[config.mk]
export PLATFORM = sky130hd
export DESIGN_NAME = ctrl_sequencer
export DESIGN_NICKNAME = d
export VERILOG_FILES = /design/src/rtl/ctrl_sequencer_pkg.sv /design/src/rtl/ctrl_sequencer_decode.sv /design/src/rtl/ctrl_sequencer.sv
export SDC_FILE = /design/constraint.sdc
export NUM_CORES = 1
export LEC_CHECK = 0
export BUFFER_PORTS_ARGS = -buffer_cell sky130_fd_sc_hd__buf_2
export CELL_PAD_IN_SITES_DETAIL_PLACEMENT = 1
export CELL_PAD_IN_SITES_GLOBAL_PLACEMENT = 1
export CORE_UTILIZATION = 39
export CTS_BUF_LIST = sky130_fd_sc_hd__clkbuf_4
export DETAILED_ROUTE_END_ITERATION = 7
export GPL_TIMING_DRIVEN = 1
export PLACE_DENSITY_LB_ADDON = 0.1
export SYNTH_ARGS = -nofsm -noshare
export SYNTH_HDL_FRONTEND = slang
export SYNTH_SLANG_ARGS = --single-unit
[constraint.sdc]
create_clock -name clk -period 3 [get_ports clk]
set_input_delay 0.3 -clock clk [delete_from_list [all_inputs] [get_ports clk]]
set_output_delay 0.3 -clock clk [all_outputs]
set_load 0.005 [all_outputs]
[src/rtl/ctrl_sequencer_pkg.sv]
// Shared definitions for the 8-bit processor control unit: ALU op codes,
// instruction opcode map, FSM states and the decoded-instruction record.
package ctrl_sequencer_pkg;

  localparam logic [3:0] ALU_NOP = 4'h0;
  localparam logic [3:0] ALU_ADD = 4'h1;
  localparam logic [3:0] ALU_SUB = 4'h2;
  localparam logic [3:0] ALU_INC = 4'h3;
  localparam logic [3:0] ALU_DEC = 4'h4;
  localparam logic [3:0] ALU_AND = 4'h5;
  localparam logic [3:0] ALU_XOR = 4'h6;
  localparam logic [3:0] ALU_OR  = 4'h7;

  localparam logic [3:0] OP_NOP = 4'h0;
  localparam logic [3:0] OP_ADD = 4'h1;
  localparam logic [3:0] OP_SUB = 4'h2;
  localparam logic [3:0] OP_INC = 4'h3;
  localparam logic [3:0] OP_DEC = 4'h4;
  localparam logic [3:0] OP_AND = 4'h5;
  localparam logic [3:0] OP_XOR = 4'h6;
  localparam logic [3:0] OP_OR  = 4'h7;
  localparam logic [3:0] OP_LDI = 4'h8;
  localparam logic [3:0] OP_JMP = 4'h9;
  localparam logic [3:0] OP_JZ  = 4'hA;
  localparam logic [3:0] OP_JC  = 4'hB;
  localparam logic [3:0] OP_HLT = 4'hF;

  typedef enum logic [2:0] {
    ST_FETCH     = 3'd0,
    ST_DECODE    = 3'd1,
    ST_FETCH_IMM = 3'd2,
    ST_EXECUTE   = 3'd3,
    ST_WRITEBACK = 3'd4,
    ST_HALT      = 3'd5
  } state_e;

  typedef enum logic [1:0] {
    COND_ALWAYS = 2'd0,
    COND_Z      = 2'd1,
    COND_C      = 2'd2
  } cond_e;

  typedef struct packed {
    logic [3:0] alu_op;
    logic       is_alu;
    logic       is_imm;
    logic       is_jump;
    cond_e      cond;
    logic       is_halt;
    logic       illegal;
  } dec_t;

endpackage

[src/rtl/ctrl_sequencer_decode.sv]
// Combinational instruction decoder: opcode nibble -> control record.
module ctrl_decode
  import ctrl_sequencer_pkg::*;
(
  input  logic [3:0] opcode_i,
  output dec_t       dec_o
);

  always_comb begin
    dec_o        = '0;
    dec_o.alu_op = ALU_NOP;
    dec_o.cond   = COND_ALWAYS;
    unique case (opcode_i)
      OP_NOP: ;
      OP_ADD: begin dec_o.is_alu = 1'b1; dec_o.alu_op = ALU_ADD; end
      OP_SUB: begin dec_o.is_alu = 1'b1; dec_o.alu_op = ALU_SUB; end
      OP_INC: begin dec_o.is_alu = 1'b1; dec_o.alu_op = ALU_INC; end
      OP_DEC: begin dec_o.is_alu = 1'b1; dec_o.alu_op = ALU_DEC; end
      OP_AND: begin dec_o.is_alu = 1'b1; dec_o.alu_op = ALU_AND; end
      OP_XOR: begin dec_o.is_alu = 1'b1; dec_o.alu_op = ALU_XOR; end
      OP_OR:  begin dec_o.is_alu = 1'b1; dec_o.alu_op = ALU_OR;  end
      OP_LDI: dec_o.is_imm = 1'b1;
      OP_JMP: begin dec_o.is_imm = 1'b1; dec_o.is_jump = 1'b1; end
      OP_JZ:  begin dec_o.is_imm = 1'b1; dec_o.is_jump = 1'b1; dec_o.cond = COND_Z; end
      OP_JC:  begin dec_o.is_imm = 1'b1; dec_o.is_jump = 1'b1; dec_o.cond = COND_C; end
      OP_HLT: dec_o.is_halt = 1'b1;
      default: dec_o.illegal = 1'b1;
    endcase
  end

endmodule

[src/rtl/ctrl_sequencer.sv]
// Multi-cycle control FSM for the 8-bit core: fetch, decode, execute on the
// external ALU, write back, immediates, conditional jumps and halt.
module ctrl_sequencer
  import ctrl_sequencer_pkg::*;
#(
  parameter int N    = 8,
  parameter int RSEL = 2
) (
  input  logic            clk,
  input  logic            rst,
  output logic [N-1:0]    instr_addr,
  output logic            instr_req,
  input  logic            instr_valid,
  input  logic [N-1:0]    instr_data,
  output logic [3:0]      alu_op,
  output logic [RSEL-1:0] rf_sel_a,
  output logic [RSEL-1:0] rf_sel_b,
  output logic            rf_wr_en,
  output logic [RSEL-1:0] rf_wr_sel,
  output logic            wr_src_imm,
  output logic [N-1:0]    imm_out,
  input  logic            carry_out,
  input  logic            zero_flag,
  output logic            flag_c,
  output logic            flag_z,
  output logic            halted,
  output logic            illegal_op
);

  state_e         state_q, state_d;
  logic [N-1:0]   pc_q, pc_d;
  logic [N-1:0]   ir_q, ir_d;
  logic [N-1:0]   imm_q, imm_d;
  logic           flag_c_q, flag_c_d;
  logic           flag_z_q, flag_z_d;
  dec_t           dec;
  logic           jump_taken;
  logic [RSEL-1:0] rd, rs;

  assign rd = ir_q[2*RSEL-1:RSEL];
  assign rs = ir_q[RSEL-1:0];

  ctrl_decode u_decode (
    .opcode_i (ir_q[N-1 -: 4]),
    .dec_o    (dec)
  );

  always_comb begin
    unique case (dec.cond)
      COND_Z:  jump_taken = flag_z_q;
      COND_C:  jump_taken = flag_c_q;
      default: jump_taken = 1'b1;
    endcase
  end

  always_ff @(posedge clk) begin
    if (rst) begin
      state_q  <= ST_FETCH;
      pc_q     <= '0;
      imm_q    <= '0;
      flag_c_q <= 1'b0;
      flag_z_q <= 1'b0;
    end else begin
      state_q  <= state_d;
      pc_q     <= pc_d;
      imm_q    <= imm_d;
      flag_c_q <= flag_c_d;
      flag_z_q <= flag_z_d;
    end
  end

  // IR is only consumed in states reached after it has been loaded.
  always_ff @(posedge clk) begin
    ir_q <= ir_d;
  end

  always_comb begin
    state_d  = state_q;
    pc_d     = pc_q;
    ir_d     = ir_q;
    imm_d    = imm_q;
    flag_c_d = flag_c_q;
    flag_z_d = flag_z_q;
    unique case (state_q)
      ST_FETCH: begin
        if (instr_valid) begin
          ir_d    = instr_data;
          pc_d    = pc_q + N'(1);
          state_d = ST_DECODE;
        end
      end
      ST_DECODE: begin
        if (dec.is_alu)       state_d = ST_EXECUTE;
        else if (dec.is_imm)  state_d = ST_FETCH_IMM;
        else if (dec.is_halt) state_d = ST_HALT;
        else                  state_d = ST_FETCH;
      end
      ST_FETCH_IMM: begin
        if (instr_valid) begin
          imm_d = instr_data;
          pc_d  = pc_q + N'(1);
          if (dec.is_jump) begin
            if (jump_taken) pc_d = instr_data;
            state_d = ST_FETCH;
          end else begin
            state_d = ST_WRITEBACK;
          end
        end
      end
      ST_EXECUTE: state_d = ST_WRITEBACK;
      ST_WRITEBACK: begin
        // The ALU registers its flags, so they are valid during writeback.
        if (dec.is_alu) begin
          flag_c_d = carry_out;
          flag_z_d = zero_flag;
        end
        state_d = ST_FETCH;
      end
      ST_HALT: state_d = ST_HALT;
      default: state_d = ST_FETCH;
    endcase
  end

  // Reset masks every strobe combinationally so nothing fires while rst is high.
  always_comb begin
    instr_req  = 1'b0;
    alu_op     = ALU_NOP;
    rf_sel_a   = '0;
    rf_sel_b   = '0;
    rf_wr_en   = 1'b0;
    rf_wr_sel  = '0;
    wr_src_imm = 1'b0;
    halted     = 1'b0;
    illegal_op = 1'b0;
    if (!rst) begin
      unique case (state_q)
        ST_FETCH, ST_FETCH_IMM: instr_req = 1'b1;
        ST_DECODE: illegal_op = dec.illegal;
        ST_EXECUTE: begin
          alu_op   = dec.alu_op;
          rf_sel_a = rd;
          rf_sel_b = rs;
        end
        ST_WRITEBACK: begin
          rf_wr_en   = 1'b1;
          rf_wr_sel  = rd;
          wr_src_imm = dec.is_imm & ~dec.is_jump;
        end
        ST_HALT: halted = 1'b1;
        default: ;
      endcase
    end
  end

  assign instr_addr = pc_q;
  assign imm_out    = imm_q;
  assign flag_c     = flag_c_q;
  assign flag_z     = flag_z_q;

endmodule

## After elaboration in Yosys (flattened, before gate mapping)

Cells that the tools add are included.
Widths: inputs -> output; s select.

| storage, ports and cells | value |
|---|---|
| bits in registers | 29 |
| bits in latches | 0 |
| memory bits (writable) | 0 |
| ROM bits | 0 |
| bits of input ports | 13 |
| output and inout bits | 33 |
| word-level logic and storage cells | 79 |
| memories kept | 0 |

| operators by class | value |
|---|---|
| add/subtract/negate cells | 1 |
| multipliers | 0 |
| divide/modulo/power cells | 0 |
| magnitude comparators | 0 |
| equal/unequal tests | 21 |
| shift operators | 0 |
| multiplexer cells | 37 |
| bitwise operators | 2 |
| reductions and logical operators | 12 |

Operators by type and width:

| cell | count |
|---|---|
| $mux 8 | 4 |
| $pmux 4 s7 | 1 |
| $eq 4x4->1 const B | 5 |
| $mux 3 | 6 |
| $eq 4x3->1 const B | 4 |
| $pmux 8 s2 | 1 |
| $pmux 3 s5 | 1 |
| $mux 1 | 14 |
| $reduce_or 13->1 | 1 |
| $mux 2 | 6 |
| $add 8x1->8 const B | 1 |
| $eq 4x2->1 const B | 2 |
| $mux 4 | 2 |
| $reduce_and 2->1 | 4 |
| $eq 3x2->1 const B | 2 |
| $eq 3x3->1 const B | 2 |
| $eq 4x1->1 const B | 1 |
| $logic_not 4->1 | 1 |
| $ne 2x2->1 const B | 2 |
| $pmux 2 s2 | 1 |
| $reduce_or 4->1 | 1 |
| $eq 3x1->1 const B | 1 |
| $logic_not 3->1 | 1 |
| $reduce_and 3->1 | 1 |
| other kinds (8) | 8 |

## Longest topological paths before layout

Gate-level depths: netlist (run 1).

| logic depth | value |
|---|---|
| word-level depth | 8 |
| gate-level depth with buffers | 10 |
| mapped depth without buffers | 8 |

## By module

A second synthesis (run 1) with hierarchy kept.

| unflattened totals | value |
|---|---|
| cell total of the unflattened synthesis | 179 |
| area, all modules | 1522.7 um^2 |

By module, submodules not included:

| module | instances | cells each | area an instance (um^2) | seq. area each (um^2) |
|---|---|---|---|---|
| ctrl_sequencer | 1 | 162 | 1418.9 | 660.6 |
| ctrl_decode | 1 | 17 | 103.8 | 0.0 |

## Least setup slack after synthesis (run 1)

OpenSTA, ideal clock, no wires.

| timing | value |
|---|---|
| path type | register -> register |
| start point | register ir_q[7] |
| end point | register pc_q[5], in the netlist instr_addr[5] |
| setup time | 0.074 ns |
| arrival | 2.151 ns |
| required time | 2.926 ns |
| setup slack | 0.775 ns |
| stages on the path, launching flop included | 9 |
| path buffers | 1 |
| period minus slack after synthesis | 2.225 ns |
| cell sequence | edfxtp_1 clkbuf_1 nor2b_1 nand3b_1 ha_1 a22oi_1 a2111oi_4 or4_1 a31oi_1 |

| on the way | value |
|---|---|
| word-level cells in the longest chain between the ends | 8 |
| elaborated cells on any way between the ends | 13 |
| those cells by class | 5 x eq/ne; 7 x mux; 1 x reduce/logical |

RTL lines:

| what | line | text |
|---|---|---|
| from (decl) | ctrl_sequencer.sv:32 | `logic [N-1:0] ir_q, ir_d;` |
| from (signal assigned) | ctrl_sequencer.sv:74 | `ir_q <= ir_d;` |
| $eq 4x4->1 | ctrl_sequencer_decode.sv:13 | `unique case (opcode_i)` |
| $pmux 2 s2 | ctrl_sequencer_decode.sv:13 |  |
| $eq 2x2->1 / $eq 2x1->1 (equally long branches) | ctrl_sequencer.sv:49 | `unique case (dec.cond)` |
| $pmux 1 s2 | ctrl_sequencer.sv:49 |  |
| $mux 8 | ctrl_sequencer.sv:103 | `if (jump_taken) pc_d = instr_data;` |
| $mux 8 (*) | ctrl_sequencer.sv:102 | `if (dec.is_jump) begin` |
| $mux 8 (*) | ctrl_sequencer.sv:99 | `if (instr_valid) begin` |
| $pmux 8 s2 (*) | ctrl_sequencer.sv:84 | `unique case (state_q)` |
| to (signal assigned) | ctrl_sequencer.sv:65 | `pc_q <= pc_d;` |
| to (decl) | ctrl_sequencer.sv:31 | `logic [N-1:0] pc_q, pc_d;` |

Every way passes the cells marked *; elsewhere a longest branch is shown, timed or not. The select of a mux whose other input is x is not followed.
A chain may end at the register's enable or synchronous reset.

## Final worst setup path (run 1)

| timing | value |
|---|---|
| start point | register ir_q[7] |
| end point | register pc_q[4], in the netlist instr_addr[4] |

The elaborated chain is that of the path after synthesis.

==> out/metrics.csv, run 1 <==
metric;value;unit
Root Driver;clkbuf_4;
Resize count post-CTS;0;
Post CTS Setup Buffer Count;0;
Detailed Route WL;4314;um
dpl hpwl;3235;um
fin util;50.40;%
Num CTS Buffers;5;
crit path from;ir_q[7];
post-route met1 wirelength;1840;um
max layer used;met4;
hold buffers post-CTS;0;
DRT iter0 DRCs;69;
Leak;0.8131;nW
Starting Density;41.51;%
Max Cap Viol;0;
Final period util;82.30;%
Syn Area/Cell;8.586;um^2
fmax;405.0;MHz
final hold viol count;0;
startpoint type of the worst setup path;register;
VDD IR max;0.2954;mV
WL met3;134;um
die span in x;65.13;um
share of cells above drive strength 1;25.56;%
global-route wire length before repair;6886;um
Total Die Area;0.004241;mm^2
via count;1491;
initial antenna violation count;0;
Fill cells;475;
Post-synth ARST share;0;%
Synth Net Count;198;
clk_skew;0.005720;ns
critical path type;reg -> reg;
Critical Path RT;3.21;ns
Hold Slack;0.1880;ns
Final min period;2.469;ns
IO Port Bufs;44;
Post-DRT Antenna Nets;0;
Synth Instances;181;
Global Route Usage Sum;21.91;%
die height;65.13;um
# clock sinks;29;
drt pass-1 iters;4;
number of flops mapped to enable cells by yosys;8;
Final Cell Area;0.001887;mm^2
CP arrival;2.68;ns
Layout Nets;239;
row count;22;
largest net degree at the start of global routing;25;
Worst-path clk slew;0.10;ns
Worst-Margin Slew;0.6974;ns
worst path bufs/invs;0;
Yosys cell types;38;
Hold Path Class;in -> reg;
Power per Cell Area;562.9;mW/mm^2
reg2reg setup slack;0.53;ns
Remaining Overflow, GRT;0;
Via density;5.502;
Critical Path End Type;register;
outcome;finished clean;
slowest stage delay, CP;0.52;ns
DRC errors left;0;
worst skew pair latency;0.33;ns
unrepaired setup endpoints after global routing;false;
Routed met2 length;2274;um
CP cell instances;nor2b_1 -> nand3b_1 -> ha_1 -> a22oi_1 -> a2111o_1 -> mux2i_1 -> o32ai_1;
TritonCTS clock tree;done;
register area share after synthesis;42.51;%
reg-to-reg startpoint;ir_q[7];
Area after DPL;0.001784;mm^2
Mapped Area;0.001554;mm^2
leading cell type in the layout, fill and taps excluded;buf_2;
max-slew violations;0;
ant diodes;0;
Core Region;0.003744;mm^2
Post-synth top flop;dfxtp_1;
Yosys warnings;0;
post-route setup TNS;0;ns
delay-heaviest family, CP;compound AO/OA/AOI/OAI gates;
commonest non-fill, non-tap cells in the layout;buf_2, nand2_1, dfxtp_1;
DR WL/cell;15.92;um
slowest CP cell;edfxtp_1;
Max-slew headroom;53.34;%
synthesis-to-layout area growth;21.42;%
Worst Hold Launch;instr_data[2];
worst-case clock buffer depth;2;
final setup vio count;0;
GPL Wtd Cong;0.8178;
vias in the first global route;1464;
Max FO, Critical Path;11;
Seq cells post-synth;29;
I/O pin count;46;
CTS HTree Levels;2;
## metrics by stage
| stage | power, W | setup slack, ns | cells |
|---|---|---|---|
| after floorplan | 0.0006008 | 0.7750 | 181 |
| after global placement | 0.0006556 | 0.7072 | 263 |
| after detailed placement | 0.0006657 | 0.5504 | 263 |
| after CTS | 0.001071 | 0.5286 | 271 |
| after global routing | 0.001110 | 0.3402 | 271 |
| final | 0.001062 | 0.5310 | 271 |
## registers in the layout (all words and copies together), names as in the netlist
signal      cells
flag_c          1
flag_z          1
imm_out         8
instr_addr      8
ir_q            8
state_q         3
## cells in the mapped netlist, drive strengths merged (3+ instances only)
library cell	count	share of area (%)
a31oi	3	1.2
edfxtp	8	15
nor2b	6	2.4
nand2	29	7.0
o21ai	7	2.3
dfxtp	21	27
a21oi	11	3.5
nor2	16	3.9
and2	10	4.0
buf	3	1.5
inv	5	1.2
nand3	7	2.3
mux2i	6	3.9
or4	3	1.4
nand2b	4	1.6
clkbuf	7	1.7
nor3	7	2.6
ha	4	3.2
## cell type report
cell class                      instances  area (um^2)  area share, %
Clock buffer                            5        37.54          1.989
Inverter                                5        18.77         0.9947
Timing Repair Buffer                   44        220.2          11.67
Multi-Input combinational cell        137        824.5          43.70
Clock inverter                          3        65.06          3.448
Tap cell                               48        60.06          3.183
Sequential cell                        29        660.6          35.01
## final timing paths
check	end	depth (start not counted)
min reg2reg	imm_out[4]	2
max reg2reg	instr_addr[4]	7
max	instr_addr[4]	7
min	ir_q[2]	1
## cells by family (layout without fill, tap and decap cells)
family / after synthesis / count (layout) / share of synthesized area (%)
and+or+nand+nor: 90 / 90 / 29.39
muxes: 6 / 6 / 3.865
AOI/OAI and AO/OA: 36 / 36 / 16.34
DFF: 29 / 29 / 42.51
buffers and inverters: 15 / 57 / 4.429
adders and majority gates: 4 / 4 / 3.221
other: 1 / 1 / 0.2413
## report_power, final
part | switching, W | total, W | internal [W]
combinational | 0.000103 | 0.000172 | 0.0000691
clock | 0.000145 | 0.000403 | 0.000258
sequential | 0.0000479 | 0.000487 | 0.000439
total | 0.000296 | 0.00106 | 0.000766
## routing by layer
layer	vias to the layer above	GRT usage, %
li1	713	-
met1	737	25.05
met2	34	40.10
met3	7	3.299
met4	0	9.511
met5	-	0
(Power assumes the default switching activity.)
==> run 2: changes to the inputs <==
--- a/config.mk
+++ b/config.mk
@@ -8,7 +8,7 @@
 export BUFFER_PORTS_ARGS = -buffer_cell sky130_fd_sc_hd__buf_2
 export CELL_PAD_IN_SITES_DETAIL_PLACEMENT = 1
 export CELL_PAD_IN_SITES_GLOBAL_PLACEMENT = 1
-export CORE_UTILIZATION = 39
+export CORE_UTILIZATION = 35
 export CTS_BUF_LIST = sky130_fd_sc_hd__clkbuf_4
 export DETAILED_ROUTE_END_ITERATION = 7
 export GPL_TIMING_DRIVEN = 1
==> constraint.sdc (replaced) <==
create_clock -name clk -period 2.1 [get_ports clk]
set_input_delay 0.21 -clock clk [delete_from_list [all_inputs] [get_ports clk]]
set_output_delay 0.21 -clock clk [all_outputs]
set_load 0.005 [all_outputs]
==> run 2 against run 1 <==
  * The run now ends with setup timing left
  * First-iteration DRC count decreased by 29%
  * Critical path depth up 2
  * Global-route usage down 0.30 points
  * Clock skew decreased by 0.0018 ns
  * Via count is 3.5% higher
  * Clock-buffer cell count up 1
  * Final area grew 7.0%
  * Sequential share of layout area down 2.3 points
  * Maximum frequency rose by 16%
  * Sequential cell count stayed put
  * Critical path type unchanged
  * Largest power group unchanged
==> out/metrics.csv, run 2 (synthesized netlist as in run 1, its figures left out) <==
metric;value;unit;change
# clock sinks;29;;unchanged
worst-case clock buffer depth;2;;unchanged
Leak;0.8835;nW;+8.7%
die height;68.64;um;+5.4%
TritonCTS clock tree;done;;
initial antenna violation count;0;;unchanged
Total Die Area;0.004711;mm^2;+11%
outcome;finished with violations;;
Core Region;0.004144;mm^2;+11%
Detailed Route WL;4677;um;+8.4%
fin util;48.70;%;-1.7 points
violated checks;setup timing;;
multi-input gate area in the final layout;880.8;um^2;+6.8%
Power per Cell Area;668.8;mW/mm^2;+19%
via count;1543;;+3.5%
Inst Count DP;275;;+4.6%
CTS HTree Levels;2;;unchanged
commonest non-fill, non-tap cells in the layout;buf_2, nand2_1, dfxtp_1;;
CP arrival;2.34;ns;-0.34 ns
DRT iter0 DRCs;49;;-29%
Final min period;2.130;ns;-0.3392 ns
largest net degree at the start of global routing;23;;-8.0%
Max FO, Critical Path;5;;-6
Max Cap Viol;0;;unchanged
Critical Path RT;2.31;ns;-0.90 ns
synthesis-to-layout area growth;29.87;%;
ant diodes;0;;unchanged
DR WL/cell;16.13;um;+1.3%
Root Driver;clkbuf_4;;
worst setup margin;-0.02986;ns;-0.5608 ns
IO Port Bufs;44;;unchanged
vias in the first global route;1530;;+4.5%
unrepaired setup endpoints after global routing;true;;
dpl hpwl;3476;um;+7.4%
Post-DRT Antenna Nets;0;;unchanged
Hold Path Class;in -> reg;;
I/O pin count;46;;unchanged
share of cells above drive strength 1;33.75;%;+8.2 points
Num CTS Buffers;5;;unchanged
post-route setup TNS;-0.1145;ns;-0.1145 ns
Layout Nets;256;;+7.1%
max-slew violations;0;;unchanged
critical path type;reg -> reg;;
Remaining Overflow, GRT;0;;unchanged
worst skew pair latency;0.32;ns;about the same
Critical Path End Type;register;;
VDD IR max;0.3509;mV;+19%
leading cell type in the layout, fill and taps excluded;buf_2;;
total power;0.001350;W;+27%
final setup vio count;5;;+5
final hold viol count;0;;unchanged
row count;23;;+4.5%
Layout Cells excl Fill;290;;+7.0%
pre-CTS setup slack;-0.1985;ns;-0.7489 ns
drt pass-1 iters;4;;unchanged
DRC errors left;0;;unchanged
Fill cells;516;;+8.6%
clk_skew;0.003878;ns;-0.001842 ns
Worst-path clk slew;0.09;ns;about the same
die span in x;68.64;um;+5.4%
hold buffers post-CTS;0;;unchanged
global-route wire length before repair;7238;um;+5.1%
Final period util;101.4;%;+19 points
startpoint type of the worst setup path;register;;
Global Route Usage Sum;21.61;%;-0.30 points
Reg area;660.6;um^2;unchanged
fmax;469.5;MHz;+16%
GPL Wtd Cong;0.7876;;-3.7%
Starting Density;37.50;%;-4.0 points
Via density;5.321;;-3.3%
## run 2: changes by cell type in the layout (fill, tap and decap cells not counted), sizes merged
cell	delta
bufinv	-2
clkinv	+1
a2111o	+1
buf	+16
clkbuf	+1
## run 2: power by group
group / total (W) / internal, W / switching (W) / leakage (nW)
Clock: 0.000336 / 0.000140 / 0.000196 / 0.0354
Sequential: 0.000658 / 0.000627 / 0.0000309 / 0.246
Combinational: 0.000356 / 0.000149 / 0.000208 / 0.602
Total: 0.00135 / 0.000916 / 0.000434 / 0.883
## run 2: worst paths after layout
check | start | endpoint | slack, ns | cells after the start
setup / recovery | ir_q[6] | instr_addr[4] | -0.03 | 9
hold / removal | instr_data[1] | ir_q[1] | 0.09 | 1
setup reg to reg | ir_q[6] | instr_addr[4] | -0.03 | 9
hold reg to reg | imm_out[0] | imm_out[0] | 0.46 | 2
## run 2: cell type report
type | instances | area share [%]
Multi-Input combinational cell | 138 | 43.65
Sequential cell | 29 | 32.73
Timing Repair Buffer | 60 | 16.86
Tap cell | 50 | 3.100
Clock buffer | 6 | 2.232
Inverter | 5 | 0.9299
Clock inverter | 2 | 0.4960
## run 2: worst max-delay path: stages (launching register included)
cell and delay, ns:
edfxtp_1 0.45, nor2b_4 0.16, nand3_2 0.13, inv_1 0.09
ha_2 0.17, a22oi_2 0.11, buf_4 0.15, a2111o_1 0.50
a21oi_1 0.17, o32ai_1 0.09
## run 2: what timing repair did
item                                    in CTS  in global routing
pin swaps                                    8                 11
endpoints found under the setup margin       7                  9
hold endpoints to repair                     0                  0
gates cloned                                 1                  0
gates resized for setup                      5                  3
setup buffers                                2                  4
## run 2: through the flow
step	area, um^2	hold slack, ns
2_1_floorplan	1560	0.3089
3_3_place_gp	1867	0.4345
3_5_place_dp	1867	0.4280
4_1_cts	1973	0.07644
5_1_grt	2018	0.07575
6_report	2018	0.09486
## run 2: layer usage
layer	GRT usage, %	routed length [um]	vias up	part of all wire (%)
li1	-	-	752	-
met1	24.85	1964	737	42
met3	4.770	167	12	3.6
met4	8.594	105	0	2.2
met5	0	0	-	0
met2	38.48	2440	42	52
==> run 3: changes to the inputs <==
--- a/config.mk
+++ b/config.mk
@@ -8,7 +8,7 @@
 export BUFFER_PORTS_ARGS = -buffer_cell sky130_fd_sc_hd__buf_2
 export CELL_PAD_IN_SITES_DETAIL_PLACEMENT = 1
 export CELL_PAD_IN_SITES_GLOBAL_PLACEMENT = 1
-export CORE_UTILIZATION = 35
+export CORE_UTILIZATION = 25
 export CTS_BUF_LIST = sky130_fd_sc_hd__clkbuf_4
 export DETAILED_ROUTE_END_ITERATION = 7
 export GPL_TIMING_DRIVEN = 1
==> run 3 against run 2 <==
  * The flow still finishes with violations (setup timing)
  * Critical path depth fell by 2
  * Combinational power fell by 1%
  * First-iteration DRC count shrank 76%
  * Sequential share of layout area shrank 0.26 points
  * Via count down 2.5%
  * Global-route usage is 5.9 points lower
  * Clock power barely moved
  * Largest power group unchanged
==> out/metrics.csv, run 3 (synthesized netlist as in run 1, its figures left out) <==
metric;value;unit;change
outcome;finished with violations;;
violated checks;setup timing;;
leading cell type in the layout, fill and taps excluded;buf_2;;
Starting Density;26.09;%;-11 points
critical path type;reg -> reg;;
DRT iter0 DRCs;12;;-76%
Routed met2 length;2423;um;-0.70%
delay-heaviest family, CP;compound AO/OA/AOI/OAI gates;;
Root Driver;clkbuf_4;;
CTS HTree Levels;2;;unchanged
worst skew pair latency;0.32;ns;about the same
reg-to-reg startpoint;ir_q[6];;
worst setup margin;-0.05040;ns;-0.02054 ns
TritonCTS clock tree;done;;
combinational fraction of design power;26.1;%;-0.3 points
worst-case clock buffer depth;2;;unchanged
Hold Path Class;in -> reg;;
Power per Cell Area;661.0;mW/mm^2;-1.2%
Global Route Usage Sum;15.71;%;-5.9 points
ant diodes;0;;unchanged
Core Region;0.005956;mm^2;+44%
Num CTS Buffers;5;;unchanged
Reg power frac;48.9;%;+0.2 points
Leak;0.8751;nW;-0.95%
clock group share of total power;25.0;%;about the same
total power;0.001345;W;-0.38%
post-route met1 wirelength;2102;um;+7.0%
drt pass-1 iters;4;;unchanged
commonest non-fill, non-tap cells in the layout;buf_2, nand2_1, dfxtp_1;;
# clock sinks;29;;unchanged
Detailed Route WL;4738;um;+1.3%
Sw Pwr;0.0004274;W;-1.6%
Via density;4.805;;-9.7%
CP cell instances;nor2b_4 -> nand3b_1 -> buf_4 -> ha_4 -> a2111o_2 -> mux2i_1 -> o32ai_1;;
slowest CP cell;a2111o_2;;
synthesis-to-layout area growth;30.92;%;
fin util;34.16;%;-15 points
max layer used;met4;;
final setup vio count;7;;+2
clk_skew;0.002419;ns;-0.001459 ns
row count;28;;+22%
DRC errors left;0;;unchanged
DR WL/cell;15.14;um;-6.1%
dpl hpwl;3636;um;+4.6%
vias in the first global route;1568;;+2.5%
share of cells above drive strength 1;33.61;%;-0.14 points
Post-DRT Antenna Nets;0;;unchanged
Final period util;102.4;%;+0.98 points
Layout Cells excl Fill;313;;+7.9%
Critical Path RT;2.31;ns;about the same
I/O pin count;46;;unchanged
Hold EP;ir_q[1];;
IO Port Bufs;44;;unchanged
CP arrival;2.36;ns;+0.02 ns
WL met3;161;um;-3.6%
initial antenna violation count;0;;unchanged
die height;80.84;um;+18%
Remaining Overflow, GRT;0;;unchanged
Hold Path Cell Cnt;1;;unchanged
max-slew violations;0;;unchanged
Int Pwr;0.0009173;W;+0.19%
unrepaired setup endpoints after global routing;true;;
Max FO, Critical Path;11;;+6
Critical Path End Type;register;;
GPL Wtd Cong;0.7357;;-6.6%
Sw Share;31.78;%;-0.38 points
largest net degree at the start of global routing;14;;-39%
Worst Hold Launch;instr_data[1];;
worst path bufs/invs;1;;-1
startpoint type of the worst setup path;register;;
via count;1504;;-2.5%
Max Cap Viol;0;;unchanged
Worst-path clk slew;0.09;ns;about the same
Final Cell Area;0.002034;mm^2;+0.81%
final hold viol count;0;;unchanged
Layout Nets;254;;-0.78%
worst reg2reg path depth;7;;-2
VDD IR max;0.3262;mV;-7.0%
fmax;465.0;MHz;-0.96%
Area after DPL;0.001906;mm^2;+2.1%
Total Die Area;0.006535;mm^2;+39%
Inst Count DP;301;;+9.5%
slowest stage delay, CP;0.56;ns;+0.06 ns
die span in x;80.84;um;+18%
R2R Path End;instr_addr[4];;
reg2reg setup slack;-0.05;ns;-0.02 ns
global-route wire length before repair;7631;um;+5.4%
Final min period;2.150;ns;+0.02054 ns
## run 3: timing repair
action / in CTS / in global routing
hold buffers: 0 / 0
gates resized for setup: 5 / 4
setup buffers: 1 / 3
endpoints found under the setup margin: 8 / 10
pin swaps: 7 / 6
## run 3: power groups by stage
stage / clock network (W) / registers (W) / logic [W]
floorplan: 0 / 0.000667 / 0.000193
global placement: 0 / 0.000664 / 0.000325
detailed placement: 0 / 0.000666 / 0.000332
CTS: 0.000351 / 0.000654 / 0.000342
global route: 0.000378 / 0.000664 / 0.000395
finish: 0.000336 / 0.000657 / 0.000351
## run 3: per-stage QoR
step / hold WS (ns) / setup TNS [ns] / worst slack, ns
detailed placement: 0.4405 / -0.4418 / -0.08314
global route: 0.09060 / -1.211 / -0.1806
CTS: 0.09906 / -0.1432 / -0.04828
global placement: 0.4413 / 0 / 0.02089
finish: 0.1057 / -0.2863 / -0.05040
floorplan: 0.3089 / 0 / 0.03983
## run 3: routing by layer
layer | GRT usage, % | vias up
li1 | - | 741
met2 | 27.90 | 32
met4 | 5.357 | 0
met1 | 18.64 | 726
met5 | 0 | -
met3 | 3.258 | 5
## run 3: worst max-delay path by stage
stage / from / end / slack (ns) / depth (start not counted)
2_1_floorplan: ir_q[7] / instr_addr[5] / 0.04 / 8
3_3_place_gp: ir_q[6] / instr_addr[3] / 0.02 / 7
3_5_place_dp: ir_q[6] / instr_addr[1] / -0.08 / 7
4_1_cts: ir_q[6] / instr_addr[1] / -0.05 / 8
5_1_grt: ir_q[6] / instr_addr[0] / -0.18 / 8
6_report: ir_q[6] / instr_addr[4] / -0.05 / 7
## run 3: final cells by class
type	instances	area (um^2)
clock buffer	6	45.04
clock inverter	2	10.01
fill	748	3921
inverter	5	18.77
multi-input combinational	137	873.3
sequential	29	660.6
tap	75	93.84
timing repair buffer	59	332.8
